[src/rtl/serial_word_capture_if.sv]
// Serial capture bus: sender/consumer side (master) and the capture block (slave).
//   Shift_En, A_sin, B_sin : serial burst from the sender, LSB first
//   Ack                    : consumer accepts the presented word
//   A_out, B_out, Valid    : reassembled words and their handshake flag
//   Busy, Frame_Err, Overrun : capture status
interface serial_word_capture_if #(
   parameter int unsigned WIDTH = 8
);
   logic             Shift_En;
   logic             A_sin;
   logic             B_sin;
   logic             Ack;
   logic [WIDTH-1:0] A_out;
   logic [WIDTH-1:0] B_out;
   logic             Valid;
   logic             Busy;
   logic             Frame_Err;
   logic             Overrun;

   modport master (
      output Shift_En, A_sin, B_sin, Ack,
      input  A_out, B_out, Valid, Busy, Frame_Err, Overrun
   );

   modport slave (
      input  Shift_En, A_sin, B_sin, Ack,
      output A_out, B_out, Valid, Busy, Frame_Err, Overrun
   );
endinterface

[src/rtl/serial_word_capture.sv]
// Receive end of the serial logic-processor datapath. Samples the A/B serial
// streams while Shift_En is high, reassembles WIDTH-bit words (first bit in
// bit 0) and presents them with a Valid/Ack handshake.
// Ports:
//   Clk     : system clock, rising edge
//   Reset_n : asynchronous active-low reset
//   bus     : slave side of serial_word_capture_if (serial in, words/status out)
module serial_word_capture #(
   parameter int unsigned WIDTH = 8
) (
   input  logic                  Clk,
   input  logic                  Reset_n,
   serial_word_capture_if.slave  bus
);

   localparam int unsigned CW = $clog2(WIDTH) + 1;

   typedef enum logic {
      IDLE  = 1'b0,
      SHIFT = 1'b1
   } state_t;

   state_t           state, state_nxt;
   logic [CW-1:0]    cnt, cnt_nxt;
   logic [WIDTH-1:0] sr_a, sr_a_nxt;
   logic [WIDTH-1:0] sr_b, sr_b_nxt;
   logic [WIDTH-1:0] a_out_nxt, b_out_nxt;
   logic             valid_nxt, busy_nxt, ferr_nxt, ovr_nxt;
   logic [WIDTH-1:0] word_a_c, word_b_c;

   // Shift register contents after this edge's shift-in (right shift, MSB in).
   assign word_a_c = {bus.A_sin, sr_a[WIDTH-1:1]};
   assign word_b_c = {bus.B_sin, sr_b[WIDTH-1:1]};

   // Next-state and registered-output logic.
   always_comb begin
      state_nxt = state;
      cnt_nxt   = cnt;
      sr_a_nxt  = sr_a;
      sr_b_nxt  = sr_b;
      a_out_nxt = bus.A_out;
      b_out_nxt = bus.B_out;
      valid_nxt = bus.Valid;
      ovr_nxt   = bus.Overrun;
      ferr_nxt  = 1'b0;

      // Consumer handshake; a completing edge below may reload Valid.
      if (bus.Valid && bus.Ack) begin
         valid_nxt = 1'b0;
      end

      case (state)
         IDLE: begin
            if (bus.Shift_En) begin
               sr_a_nxt  = word_a_c;
               sr_b_nxt  = word_b_c;
               cnt_nxt   = CW'(1);
               state_nxt = SHIFT;
            end
         end
         SHIFT: begin
            if (bus.Shift_En) begin
               sr_a_nxt = word_a_c;
               sr_b_nxt = word_b_c;
               if (cnt == CW'(WIDTH - 1)) begin
                  cnt_nxt   = '0;
                  state_nxt = IDLE;
                  // Word is taken unless an unconsumed one is still presented.
                  if (!bus.Valid || bus.Ack) begin
                     a_out_nxt = word_a_c;
                     b_out_nxt = word_b_c;
                     valid_nxt = 1'b1;
                  end else begin
                     ovr_nxt = 1'b1;
                  end
               end else begin
                  cnt_nxt = cnt + CW'(1);
               end
            end else begin
               // Burst ended early: drop the partial frame.
               cnt_nxt   = '0;
               state_nxt = IDLE;
               ferr_nxt  = 1'b1;
            end
         end
         default: begin
            state_nxt = IDLE;
            cnt_nxt   = '0;
         end
      endcase

      busy_nxt = (state_nxt == SHIFT);
   end

   // State and output registers.
   always_ff @(posedge Clk or negedge Reset_n) begin
      if (!Reset_n) begin
         state         <= IDLE;
         cnt           <= '0;
         sr_a          <= '0;
         sr_b          <= '0;
         bus.A_out     <= '0;
         bus.B_out     <= '0;
         bus.Valid     <= 1'b0;
         bus.Busy      <= 1'b0;
         bus.Frame_Err <= 1'b0;
         bus.Overrun   <= 1'b0;
      end else begin
         state         <= state_nxt;
         cnt           <= cnt_nxt;
         sr_a          <= sr_a_nxt;
         sr_b          <= sr_b_nxt;
         bus.A_out     <= a_out_nxt;
         bus.B_out     <= b_out_nxt;
         bus.Valid     <= valid_nxt;
         bus.Busy      <= busy_nxt;
         bus.Frame_Err <= ferr_nxt;
         bus.Overrun   <= ovr_nxt;
      end
   end

endmodule

[src/flat_wrapper.sv]
// flat-port wrapper written by rule: the top's interface ports become plain ports
module serial_word_capture_flat 
#(
   parameter int unsigned WIDTH = 8
)
  (Clk, Reset_n, bus_Shift_En, bus_A_sin, bus_B_sin, bus_Ack, bus_A_out, bus_B_out, bus_Valid, bus_Busy, bus_Frame_Err, bus_Overrun);
  serial_word_capture_if #(.WIDTH(WIDTH)) bus_i ();
  input  logic Clk;
  input  logic Reset_n;
  input wire logic [$bits(bus_i.Shift_En)-1:0] bus_Shift_En;
  input wire logic [$bits(bus_i.A_sin)-1:0] bus_A_sin;
  input wire logic [$bits(bus_i.B_sin)-1:0] bus_B_sin;
  input wire logic [$bits(bus_i.Ack)-1:0] bus_Ack;
  output wire logic [$bits(bus_i.A_out)-1:0] bus_A_out;
  output wire logic [$bits(bus_i.B_out)-1:0] bus_B_out;
  output wire logic [$bits(bus_i.Valid)-1:0] bus_Valid;
  output wire logic [$bits(bus_i.Busy)-1:0] bus_Busy;
  output wire logic [$bits(bus_i.Frame_Err)-1:0] bus_Frame_Err;
  output wire logic [$bits(bus_i.Overrun)-1:0] bus_Overrun;
  assign bus_i.Shift_En = bus_Shift_En;
  assign bus_i.A_sin = bus_A_sin;
  assign bus_i.B_sin = bus_B_sin;
  assign bus_i.Ack = bus_Ack;
  assign bus_A_out = bus_i.A_out;
  assign bus_B_out = bus_i.B_out;
  assign bus_Valid = bus_i.Valid;
  assign bus_Busy = bus_i.Busy;
  assign bus_Frame_Err = bus_i.Frame_Err;
  assign bus_Overrun = bus_i.Overrun;
  serial_word_capture #(.WIDTH(WIDTH)) u_core (.Clk(Clk), .Reset_n(Reset_n), .bus(bus_i));
endmodule
[config.mk]
export PLATFORM = sky130hd
export DESIGN_NAME = serial_word_capture_flat
export DESIGN_NICKNAME = d
export VERILOG_FILES = /design/src/rtl/serial_word_capture_if.sv /design/src/rtl/serial_word_capture.sv /design/src/flat_wrapper.sv
export SDC_FILE = /design/constraint.sdc
export NUM_CORES = 1
export LEC_CHECK = 0
export CORE_MARGIN = 4
export CORE_UTILIZATION = 50
export CTS_CLUSTER_SIZE = 40
export DETAILED_ROUTE_END_ITERATION = 12
export DONT_BUFFER_PORTS = 1
export PLACE_DENSITY = 0.74
export SETUP_SLACK_MARGIN = 0.02
export SYNTH_ARGS = -nofsm -noshare
export SYNTH_HDL_FRONTEND = slang
export SYNTH_SLANG_ARGS = --single-unit
[constraint.sdc]
create_clock -name Clk -period 2.1 [get_ports Clk]
set_input_delay 0.105 -clock Clk [delete_from_list [all_inputs] [get_ports Clk]]
set_output_delay 0.105 -clock Clk [all_outputs]
set_load 0.05 [all_outputs]
==> impl_results.md, run 1 <==
- Core Box Area: about 2900 um^2
- R2R cell count: 5
- WL met3: 189 um
- Final period util: 0.8222
- DRT iter0 DRCs: 23
- Finished Cell Area: 1690 um^2
- Post-synthesis sequential area ratio: 0.6179
- Post-route setup TNS: 0 ns
- Htree depth: 2
- Netlist Area Pre-Place: 1539 um^2
- Hold path startpoint: bus_Ack
- Post-DP HPWL: around 1.6 mm
- Setup bufs post-CTS: 0
- Drt total wl: between 2 and 2.5 mm
- Total Die Area: 4030 um^2
- Worst min path class: in -> reg
- Footprint of the multi-input gates: between 500 and 600 um^2
- Top Metal Used: met4
- Syn nets: around 100
- Total Nets Final: between 100 and 150
- Congestion Overflow GR: 0
- Worst VDD drop: about 0.55 mV
- Final setup viols: 0
- Area grow syn2layout: 9.837%
- Clk buf depth: 2
- Ant. Diodes: 0
- Total GRT Usage: 0.1334
- Starting Density: 0.5395
- CP required: around 2.3 ns
- Final hold viol count: 0
- Worst path arrival time: about 1.9 ns
- Status: completed
- Netlist cell types: 23
- Cell Rows: 19
- Hold EP: u_core.bus.Valid
- CTS tree: built
- CTS Sinks: 38
- Tightest Pin Transition: 0.8735 ns
- Metal2 WL: 1.075 mm
- CP endpoint kind: flop
- Pre-CTS setup slack: just under 0.4 ns
- DR vias: about 800
- Synth warn: 0
- Die height: approximately 63 um
- Reg2reg setup slack: 0.37 ns
- WL per Instance: about 16 um
- Worst Setup Slack, final: about 0.37 ns
- Largest net degree at the start of global routing: 39
- Drt first pass iters: 3
- Syn avg cell area: 15.87 um^2
- Overall power: ~1400 uW
- Routed Antenna Nets: 0
- Max Cap Viol: 0
- Vias in the first global route: around 860
- Drt drc: 0
- # IOs: 26
- Min Tclk post-route: between 1.5 and 2 ns
- Placed Area: approximately 1600 um^2
- Number of synthesized register bits: 38
- Via density: between 5 and 6
- CP Max Fanout: 14
- Leak Pwr: about 0.00084 uW
- FF-to-FF Start: u_core.cnt[0]
- RR Endpoint: u_core.bus.B_out[2]
- Max-slew violations: 0
- Crit path kind: reg -> reg
- Crit path launch type: flop
- Fillcell total: 221
- RSZ-0062 raised after global routing: no
- Worst rel slew slack: 0.4177
- Ratio of cells with drive above 1 in the final layout: 0.4167
- Length of routed wiring on met1: 976 um
- TritonCTS Buffers: 5
- Port Buffers: 0
- First-pass GRT wire length: ~4.1 mm
- Max Freq: 0.5791 GHz
- Post-Route Skew: roughly 0.012 ns
- Syn Inst Count: between 90 and 100
- Pwr/cell area: 821.0 nW/um^2
- Gpl congestion: between 0.6 and 0.7
- Register Area: 950.9 um^2
- Hold Path Depth: 2
- Clk pin slew, worst setup/hold paths: 0.11 ns
- Die Width: between 60 and 70 um
- Initial antenna violation count: 0
- Clk Latency, worst-skew pair: between 0.3 and 0.4 ns
- Root buf cell: clkbuf_4
where the power goes:
group          internal (uW)  total (uW)  switching [uW]
Clock                    120         337             216
Sequential               814         913            99.0
Combinational           83.9         138            54.4
per-stage QoR:
stage	hold slack (ns)	std cells	utilization
finish	0.06548	139	0.5925
global route	0.08916	139	0.5925
CTS	0.04383	139	0.5917
detailed placement	-0.1897	127	0.5539
global placement	-0.1896	127	0.5539
floorplan	-0.1906	97	-
critical path, stage by stage (launching register included):
cell,delay [ns]
dfrtp_1,0.40
ha_1,0.27
nand3b_4,0.11
nor3_4,0.28
buf_12,0.20
mux2_2,0.34
worst max path at each step:
| stage | from | endpoint | slack [ns] | cells past startpoint |
|---|---|---|---|---|
| floorplan | u_core.bus.Busy | u_core.bus.A_out[0] | 0.25 | 5 |
| global placement | u_core.cnt[0] | u_core.bus.B_out[2] | 0.44 | 5 |
| detailed placement | u_core.cnt[0] | u_core.bus.B_out[2] | 0.39 | 5 |
| CTS | bus_Shift_En | u_core.bus.B_out[2] | 0.07 | 5 |
| global route | u_core.cnt[0] | u_core.bus.B_out[2] | 0.24 | 5 |
| finish | u_core.cnt[0] | u_core.bus.B_out[2] | 0.37 | 5 |
cell usage after synthesis (all sizes together):
cell,instances,share of area
or4,1,0.0049
or2b,1,0.0057
nand4,1,0.0041
a21oi,1,0.0032
ha,1,0.0081
inv,1,0.0024
buf,3,0.018
nor2,2,0.0049
nand3,3,0.0098
mux2,30,0.24
dfrtp,38,0.62
a41o,1,0.0065
o21bai,2,0.0098
nor3,1,0.011
nor2b,2,0.0081
mux2i,1,0.0065
nand3b,1,0.013
clkbuf,1,0.0032
o2bb2ai,1,0.0057
nand2,5,0.014
flip-flops by register name, indices dropped and copies added, names as in the netlist:
signal                count
u_core.bus.Valid          1
u_core.bus.Frame_Err      1
u_core.sr_a               7
u_core.bus.Busy           1
u_core.sr_b               7
u_core.cnt                4
u_core.bus.A_out          8
u_core.bus.B_out          8
u_core.bus.Overrun        1
cell families (layout without fill, tap and decap cells):
group           count (synthesis)  count (layout)  synth area share
fa+ha+maj                       1               1          0.008129
compound gates                  5               5           0.02520
flops                          38              38            0.6179
buf+inv                         5              16           0.02357
mux                            31              31            0.2504
simple gates                   17              17           0.07480
placed cells by master (no fill, tap or decap), drive strengths merged, types with 2 or more instances in the layout:
master,count
clkinv,2
dfrtp,38
clkbuf,5
buf,4
dlygate4sd3,3
nor2b,2
nand2,5
o21bai,2
nand3,3
mux2,30
nor2,2
area by class of cell:
class / instances / area share
well taps: 31 / 0.02295
multi-input cells: 54 / 0.3264
inverters: 1 / 0.002221
clock buffers: 5 / 0.02221
clock inverters: 2 / 0.005922
repair buffers: 8 / 0.05774
flip-flops and latches: 38 / 0.5625
what timing repair did:
item | CTS | global route
hold buffers | 5 | 0
endpoints found under the hold margin | 62 | 0
gates resized for setup | 0 | 1
setup endpoints to repair | 0 | 7
per-layer routing:
| metal | vias up | global-route usage |
|---|---|---|
| li1 | 361 | - |
| met1 | 412 | 0.1594 |
| met2 | 24 | 0.1956 |
| met3 | 7 | 0.06927 |
| met4 | 0 | 0.06739 |
| met5 | - | 0 |
(Power assumes the default switching activity.)
==> run 2: changes to the inputs <==
==> constraint.sdc (replaced) <==
create_clock -name Clk -period 1.63 [get_ports Clk]
set_input_delay 0.0815 -clock Clk [delete_from_list [all_inputs] [get_ports Clk]]
set_output_delay 0.0815 -clock Clk [all_outputs]
set_load 0.05 [all_outputs]
==> run 2 against run 1 <==
Compared with the run above:
- setup slack worse by 0.29 ns
- register-to-register slack got worse by 0.29 ns
- critical endpoint is now u_core.bus.B_out[1]
- largest power group unchanged
- via count is 10% higher
==> impl_results.md, run 2 (same netlist as run 1, synthesis figures left out) <==
- CP Max Fanout: 8 (was 14)
- Footprint of the multi-input gates: 569.3 um^2 (was 551.8 um^2)
- Worst min path class: in -> reg (unchanged)
- Post-DP HPWL: 1.691 mm (was 1.552 mm)
- Final Util: 0.6500 (was 0.5925)
- RSZ-0062 raised after global routing: no (unchanged)
- Ratio of cells with drive above 1 in the final layout: 0.4080 (was 0.4167)
- Top flop regs: u_core.bus.A_out: 8 flops, u_core.bus.B_out: 8 flops (unchanged)
- Tightest Pin Transition: 0.6026 ns (was 0.8735 ns)
- CTS tree: built (unchanged)
- Worst rel slew slack: 0.5983 (was 0.4177)
- Die Width: 63.48 um (unchanged)
- Total Nets Final: 131 (was 115)
- Starting Density: 0.5395 (unchanged)
- Critical path, cell by cell: ha_4 > nand3b_4 > nor3_4 > buf_6 > mux2_2 (was ha_1 > nand3b_4 > nor3_4 > buf_12 > mux2_2)
- Ant. Diodes: 0 (unchanged)
- WL per Instance: 18.24 um (was 16.48 um)
- Most frequent cells in the layout: dfrtp_1 (36), mux2_2 (20), dlygate4sd3_1 (14) (was dfrtp_1 (38), mux2_2 (20), mux2_4 (10))
- Max Cap Viol: 0 (unchanged)
- CTS Sinks: 38 (unchanged)
- Worst Setup Slack, final: 0.08436 ns (was 0.3733 ns)
- Largest net degree at the start of global routing: 39 (unchanged)
- DR vias: 886 (was 804)
- CP max-delay cell: dfrtp_1 (unchanged)
- CP required: 1.86 ns (was 2.31 ns)
- Fillcell total: 220 (was 221)
- Total Die Area: 4030 um^2 (unchanged)
- Clk buf depth: 2 (unchanged)
- WHS: 0.1261 ns (was 0.06548 ns)
- Worst path arrival time: 1.77 ns (was 1.94 ns)
- Clk Latency, worst-skew pair: 0.34 ns (was 0.33 ns)
- Initial antenna violation count: 0 (unchanged)
- Drt first pass iters: 2 (was 3)
- Max-slew violations: 0 (unchanged)
- Final period util: 0.9482 (was 0.8222)
- Via density: 5.679 (was 5.784)
- Total GRT Usage: 0.1606 (was 0.1334)
- Post-Route Skew: 0.008920 ns (was 0.01192 ns)
- Worst VDD drop: 0.6889 mV (was 0.5458 mV)
- Crit path launch type: flop (unchanged)
- Most common cell after layout, fill and taps aside: dfrtp_1 (unchanged)
- Pre-CTS setup slack: 0.007720 ns (was 0.3865 ns)
- Area grow syn2layout: 20.49% (was 9.837%)
- Max stage delay on crit path: 0.43 ns (was 0.40 ns)
- Leak Pwr: 0.0009028 uW (was 0.0008364 uW)
- First-pass GRT wire length: 4.871 mm (was 4.057 mm)
- Register Area: 953.4 um^2 (was 950.9 um^2)
- Crit path kind: reg -> reg (unchanged)
- Pwr/cell area: 1027 nW/um^2 (was 821.0 nW/um^2)
- Clk pin slew, worst setup/hold paths: 0.11 ns (about the same)
- Routed Antenna Nets: 0 (unchanged)
- # IOs: 26 (unchanged)
- DRT iter0 DRCs: 24 (was 23)
- Htree depth: 2 (unchanged)
- Drt total wl: 2.845 mm (was 2.291 mm)
- Drt drc: 0 (unchanged)
- Top Family by Delay on Critical Path: flip-flops (unchanged)
- Gpl congestion: 0.8330 (was 0.6847)
- Final setup viols: 0 (unchanged)
- Cell Rows: 19 (unchanged)
- Buf+Inv Stages, Crit Path: 1 (unchanged)
- TritonCTS Buffers: 5 (unchanged)
- Max Freq: 0.6470 GHz (was 0.5791 GHz)
- CP endpoint kind: flop (unchanged)
- Port Buffers: 0 (unchanged)
- Congestion Overflow GR: 0 (unchanged)
- Placed Cells: 130 (was 127)
- Min Tclk post-route: 1.546 ns (was 1.727 ns)
- Post-route setup TNS: 0 ns (unchanged)
- Vias in the first global route: 978 (was 862)
- Final hold viol count: 0 (unchanged)
- Status: completed (unchanged)
- Core Box Area: 2853 um^2 (unchanged)
- Root buf cell: clkbuf_4 (unchanged)
- Layout Cells excl Fill: 156 (was 139)
- Die height: 63.48 um (unchanged)
[run 2: changes by cell type in the layout (fill, tap and decap cells not counted), sizes merged]
cell         delta
dlygate4sd3    +11
buf             +5
clkbuf          +3
clkinv          -2
[run 2: path summary, 6_finish.rpt]
path,cells past startpoint,slack (ns),start,end
worst max-delay path,5,0.08,u_core.cnt[0],u_core.bus.B_out[1]
worst min-delay path,3,0.13,bus_Ack,u_core.bus.Valid
worst max register to register,5,0.08,u_core.cnt[0],u_core.bus.B_out[1]
worst min register to register,1,0.52,u_core.sr_a[1],u_core.bus.A_out[0]
max in group asynchronous,2,1.25,Reset_n,u_core.bus.Busy
min in group asynchronous,2,0.19,Reset_n,u_core.cnt[3]
[run 2: worst min-delay path, cell delays in order]
cell,delay [ns]
nor2b_1,0.06
buf_4,0.15
o21bai_1,0.14
[run 2: power by group]
group	internal [uW]	leakage, uW	total, uW	switching [uW]
registers	1050	0.000491	1180	133
clock network	172	0.0000265	456	284
logic	179	0.000386	267	87.4
[run 2: through the flow]
stage,instance area [um^2],power (uW)
after floorplan,1555,1309
after global placement,1598,1332
after detailed placement,1598,1346
after CTS,1819,1907
after global routing,1854,2021
final,1854,1905
[run 2: routing by layer]
metal / track usage / vias up / part of all wire
met5: 0 / - / 0
met3: 0.06394 / 4 / 0.054
li1: - / 394 / -
met1: 0.1869 / 464 / 0.41
met4: 0.07547 / 0 / 0.019
met2: 0.2581 / 24 / 0.52
[run 2: layout make-up]
class | count | share of cell area
multi-input combinational | 54 | 0.3070
clock buffer | 8 | 0.02632
tap | 31 | 0.02092
sequential | 38 | 0.5142
inverter | 1 | 0.002024
timing repair buffer | 24 | 0.1296
[run 2: what timing repair did]
| item | in CTS | in global routing |
|---|---|---|
| setup endpoints to repair | 13 | 18 |
| hold buffers | 16 | 0 |
| hold endpoints to repair | 62 | 0 |
| gates resized for setup | 1 | 4 |
| buffers inserted | 0 | 2 |
==> run 3: changes to the inputs <==
--- a/config.mk
+++ b/config.mk
@@ -6,11 +6,11 @@
 export NUM_CORES = 1
 export LEC_CHECK = 0
 export CORE_MARGIN = 4
-export CORE_UTILIZATION = 50
+export CORE_UTILIZATION = 27
 export CTS_CLUSTER_SIZE = 40
 export DETAILED_ROUTE_END_ITERATION = 12
 export DONT_BUFFER_PORTS = 1
-export PLACE_DENSITY = 0.74
+export PLACE_DENSITY = 0.49
 export SETUP_SLACK_MARGIN = 0.02
 export SYNTH_ARGS = -nofsm -noshare
 export SYNTH_HDL_FRONTEND = slang
==> run 3 against run 2 <==
Compared with the run above:
- setup slack worse by 0.023 ns
- sequential cell count unchanged
- register-to-register slack worse by 0.02 ns
- clock skew down 0.0037 ns
- power up 12%
- via count down 6.3%
- critical path type unchanged
- critical endpoint is now u_core.bus.A_out[5]
- highest routed layer unchanged
==> impl_results.md, run 3 (same netlist as run 1, synthesis figures left out) <==
- First-pass GRT wire length: 4.836 mm (was 4.871 mm)
- Top flop regs: u_core.bus.A_out: 8 flops, u_core.bus.B_out: 8 flops (unchanged)
- WHS: 0.08891 ns (was 0.1261 ns)
- CP Max Fanout: 8 (unchanged)
- Drt drc: 0 (unchanged)
- Layout Cells excl Fill: 192 (was 156)
- Starting Density: 0.2795 (was 0.5395)
- Drt first pass iters: 2 (unchanged)
- Vias in the first global route: 915 (was 978)
- Total Nets Final: 126 (was 131)
- DR vias: 830 (was 886)
- Max Cap Viol: 0 (unchanged)
- Total GRT Usage: 0.08966 (was 0.1606)
- Post-route setup TNS: 0 ns (unchanged)
- CP max-delay cell: dfrtp_1 (unchanged)
- TritonCTS Buffers: 5 (unchanged)
- Via density: 4.323 (was 5.679)
- CTS tree: built (unchanged)
- Final hold viol count: 0 (unchanged)
- Buf+Inv Stages, Crit Path: 1 (unchanged)
- Final period util: 0.9622 (was 0.9482)
- Placed Cells: 171 (was 130)
- Initial antenna violation count: 0 (unchanged)
- Ratio of cells with drive above 1 in the final layout: 0.4500 (was 0.4080)
- Final setup viols: 0 (unchanged)
- Crit path kind: reg -> reg (unchanged)
- Status: completed (unchanged)
- Area grow syn2layout: 26.83% (was 20.49%)
- Leak Pwr: 0.0009134 uW (was 0.0009028 uW)
- Final Util: 0.3545 (was 0.6500)
- Pwr/cell area: 1092 nW/um^2 (was 1027 nW/um^2)
- Critical path, cell by cell: ha_4 > nand3b_4 > nor3_4 > clkbuf_16 > mux2_4 (was ha_4 > nand3b_4 > nor3_4 > buf_6 > mux2_2)
- Worst rel slew slack: 0.5502 (was 0.5983)
- Min Tclk post-route: 1.568 ns (was 1.546 ns)
- Clk buf depth: 2 (unchanged)
- Worst path arrival time: 1.74 ns (was 1.77 ns)
- Most frequent cells in the layout: dfrtp_1 (36), mux2_2 (16), mux2_4 (14) (was dfrtp_1 (36), mux2_2 (20), dlygate4sd3_1 (14))
- Post-DP HPWL: 1.780 mm (was 1.691 mm)
- Gpl congestion: 0.6538 (was 0.8330)
- Root buf cell: clkbuf_8 (was clkbuf_4)
- Finished Cell Area: 1952 um^2 (was 1854 um^2)
- Ant. Diodes: 0 (unchanged)
- Port Buffers: 0 (unchanged)
- Crit path launch type: flop (unchanged)
- Max stage delay on crit path: 0.42 ns (was 0.43 ns)
- WL per Instance: 15.37 um (was 18.24 um)
- Largest net degree at the start of global routing: 39 (unchanged)
- Reg2reg setup slack: 0.06 ns (was 0.08 ns)
- Congestion Overflow GR: 0 (unchanged)
- CTS Sinks: 38 (unchanged)
- RSZ-0062 raised after global routing: yes (was no)
- CP endpoint kind: flop (unchanged)
- Post-Route Skew: 0.005213 ns (was 0.008920 ns)
- Max-slew violations: 0 (unchanged)
- Die height: 83.50 um (was 63.48 um)
- Worst min path class: in -> reg (unchanged)
- Htree depth: 2 (unchanged)
- Most common cell after layout, fill and taps aside: dfrtp_1 (unchanged)
- CP required: 1.80 ns (was 1.86 ns)
- Routed Antenna Nets: 0 (unchanged)
- Clk pin slew, worst setup/hold paths: 0.07 ns (was 0.11 ns)
- Cell Rows: 27 (was 19)
- Max Freq: 0.6376 GHz (was 0.6470 GHz)
- Core Box Area: 5507 um^2 (was 2853 um^2)
- Worst VDD drop: 0.3088 mV (was 0.6889 mV)
- Clk Latency, worst-skew pair: 0.28 ns (was 0.34 ns)
- Die Width: 83.50 um (was 63.48 um)
- Tightest Pin Transition: 0.6724 ns (was 0.6026 ns)
- Drt total wl: 2.951 mm (was 2.845 mm)
- Placed Area: 1662 um^2 (was 1598 um^2)
- DRT iter0 DRCs: 47 (was 24)
- Total Die Area: 6971 um^2 (was 4030 um^2)
- # IOs: 26 (unchanged)
- Top Family by Delay on Critical Path: flip-flops (unchanged)
-- run 3: cell types whose count changed in the layout (fill, tap and decap cells not counted), moves of 2 or more --
| cell | previous run | this run |
|---|---|---|
| buf_6 | 2 | 0 |
| clkbuf_1 | 3 | 0 |
| clkbuf_4 | 5 | 0 |
| clkbuf_8 | 0 | 8 |
| dlygate4sd3_1 | 14 | 10 |
| mux2_2 | 20 | 16 |
| mux2_4 | 10 | 14 |
-- run 3: routing by layer --
layer	share of wire	vias up	global-route usage
li1	-	385	-
met2	0.50	17	0.1378
met3	0.051	4	0.03258
met5	0	-	0
met4	0.015	0	0.05994
met1	0.43	424	0.1045
-- run 3: per-stage QoR --
step | power (uW) | setup WS [ns]
finish | 2131 | 0.06166
global route | 2233 | 0.001347
CTS | 2147 | 0.03587
detailed placement | 1343 | 0.03088
global placement | 1331 | 0.08309
floorplan | 1309 | -0.02395
-- run 3: tightest hold or removal path: cells and delay by family --
family           cells  cell delay, ns
and+or+nand+nor      3            0.23
-- run 3: worst paths after layout --
check                                from             endpoint  depth (start not counted)
max in group asynchronous         Reset_n      u_core.bus.Busy                          2
setup reg to reg            u_core.cnt[0]  u_core.bus.A_out[5]                          5
min in group asynchronous         Reset_n  u_core.bus.A_out[2]                          2
setup / recovery            u_core.cnt[0]  u_core.bus.A_out[5]                          5
hold / removal               bus_Shift_En        u_core.cnt[3]                          3
hold reg to reg            u_core.sr_a[1]  u_core.bus.A_out[0]                          1
-- run 3: layout make-up --
type	instances	area [um^2]
Tap cell	72	90.09
Timing Repair Buffer	19	210.2
Sequential cell	38	953.4
Clock buffer	8	110.1
Inverter	1	3.754
Fill cell	525	3555
Multi-Input combinational cell	54	584.3
-- run 3: timing repair --
action / in CTS / in global routing
buffers inserted: 0 / 1
resized for setup: 1 / 5
gates cloned: 0 / 1
endpoints found under the setup margin: 6 / 10
pin swaps: 0 / 2
hold endpoints to repair: 62 / 0
hold buffers: 11 / 0
-- run 3: power by group --
part | switching [uW] | internal, uW
combinational | 77.0 | 131
sequential | 130 | 1050
clock | 316 | 427
total | 523 | 1610
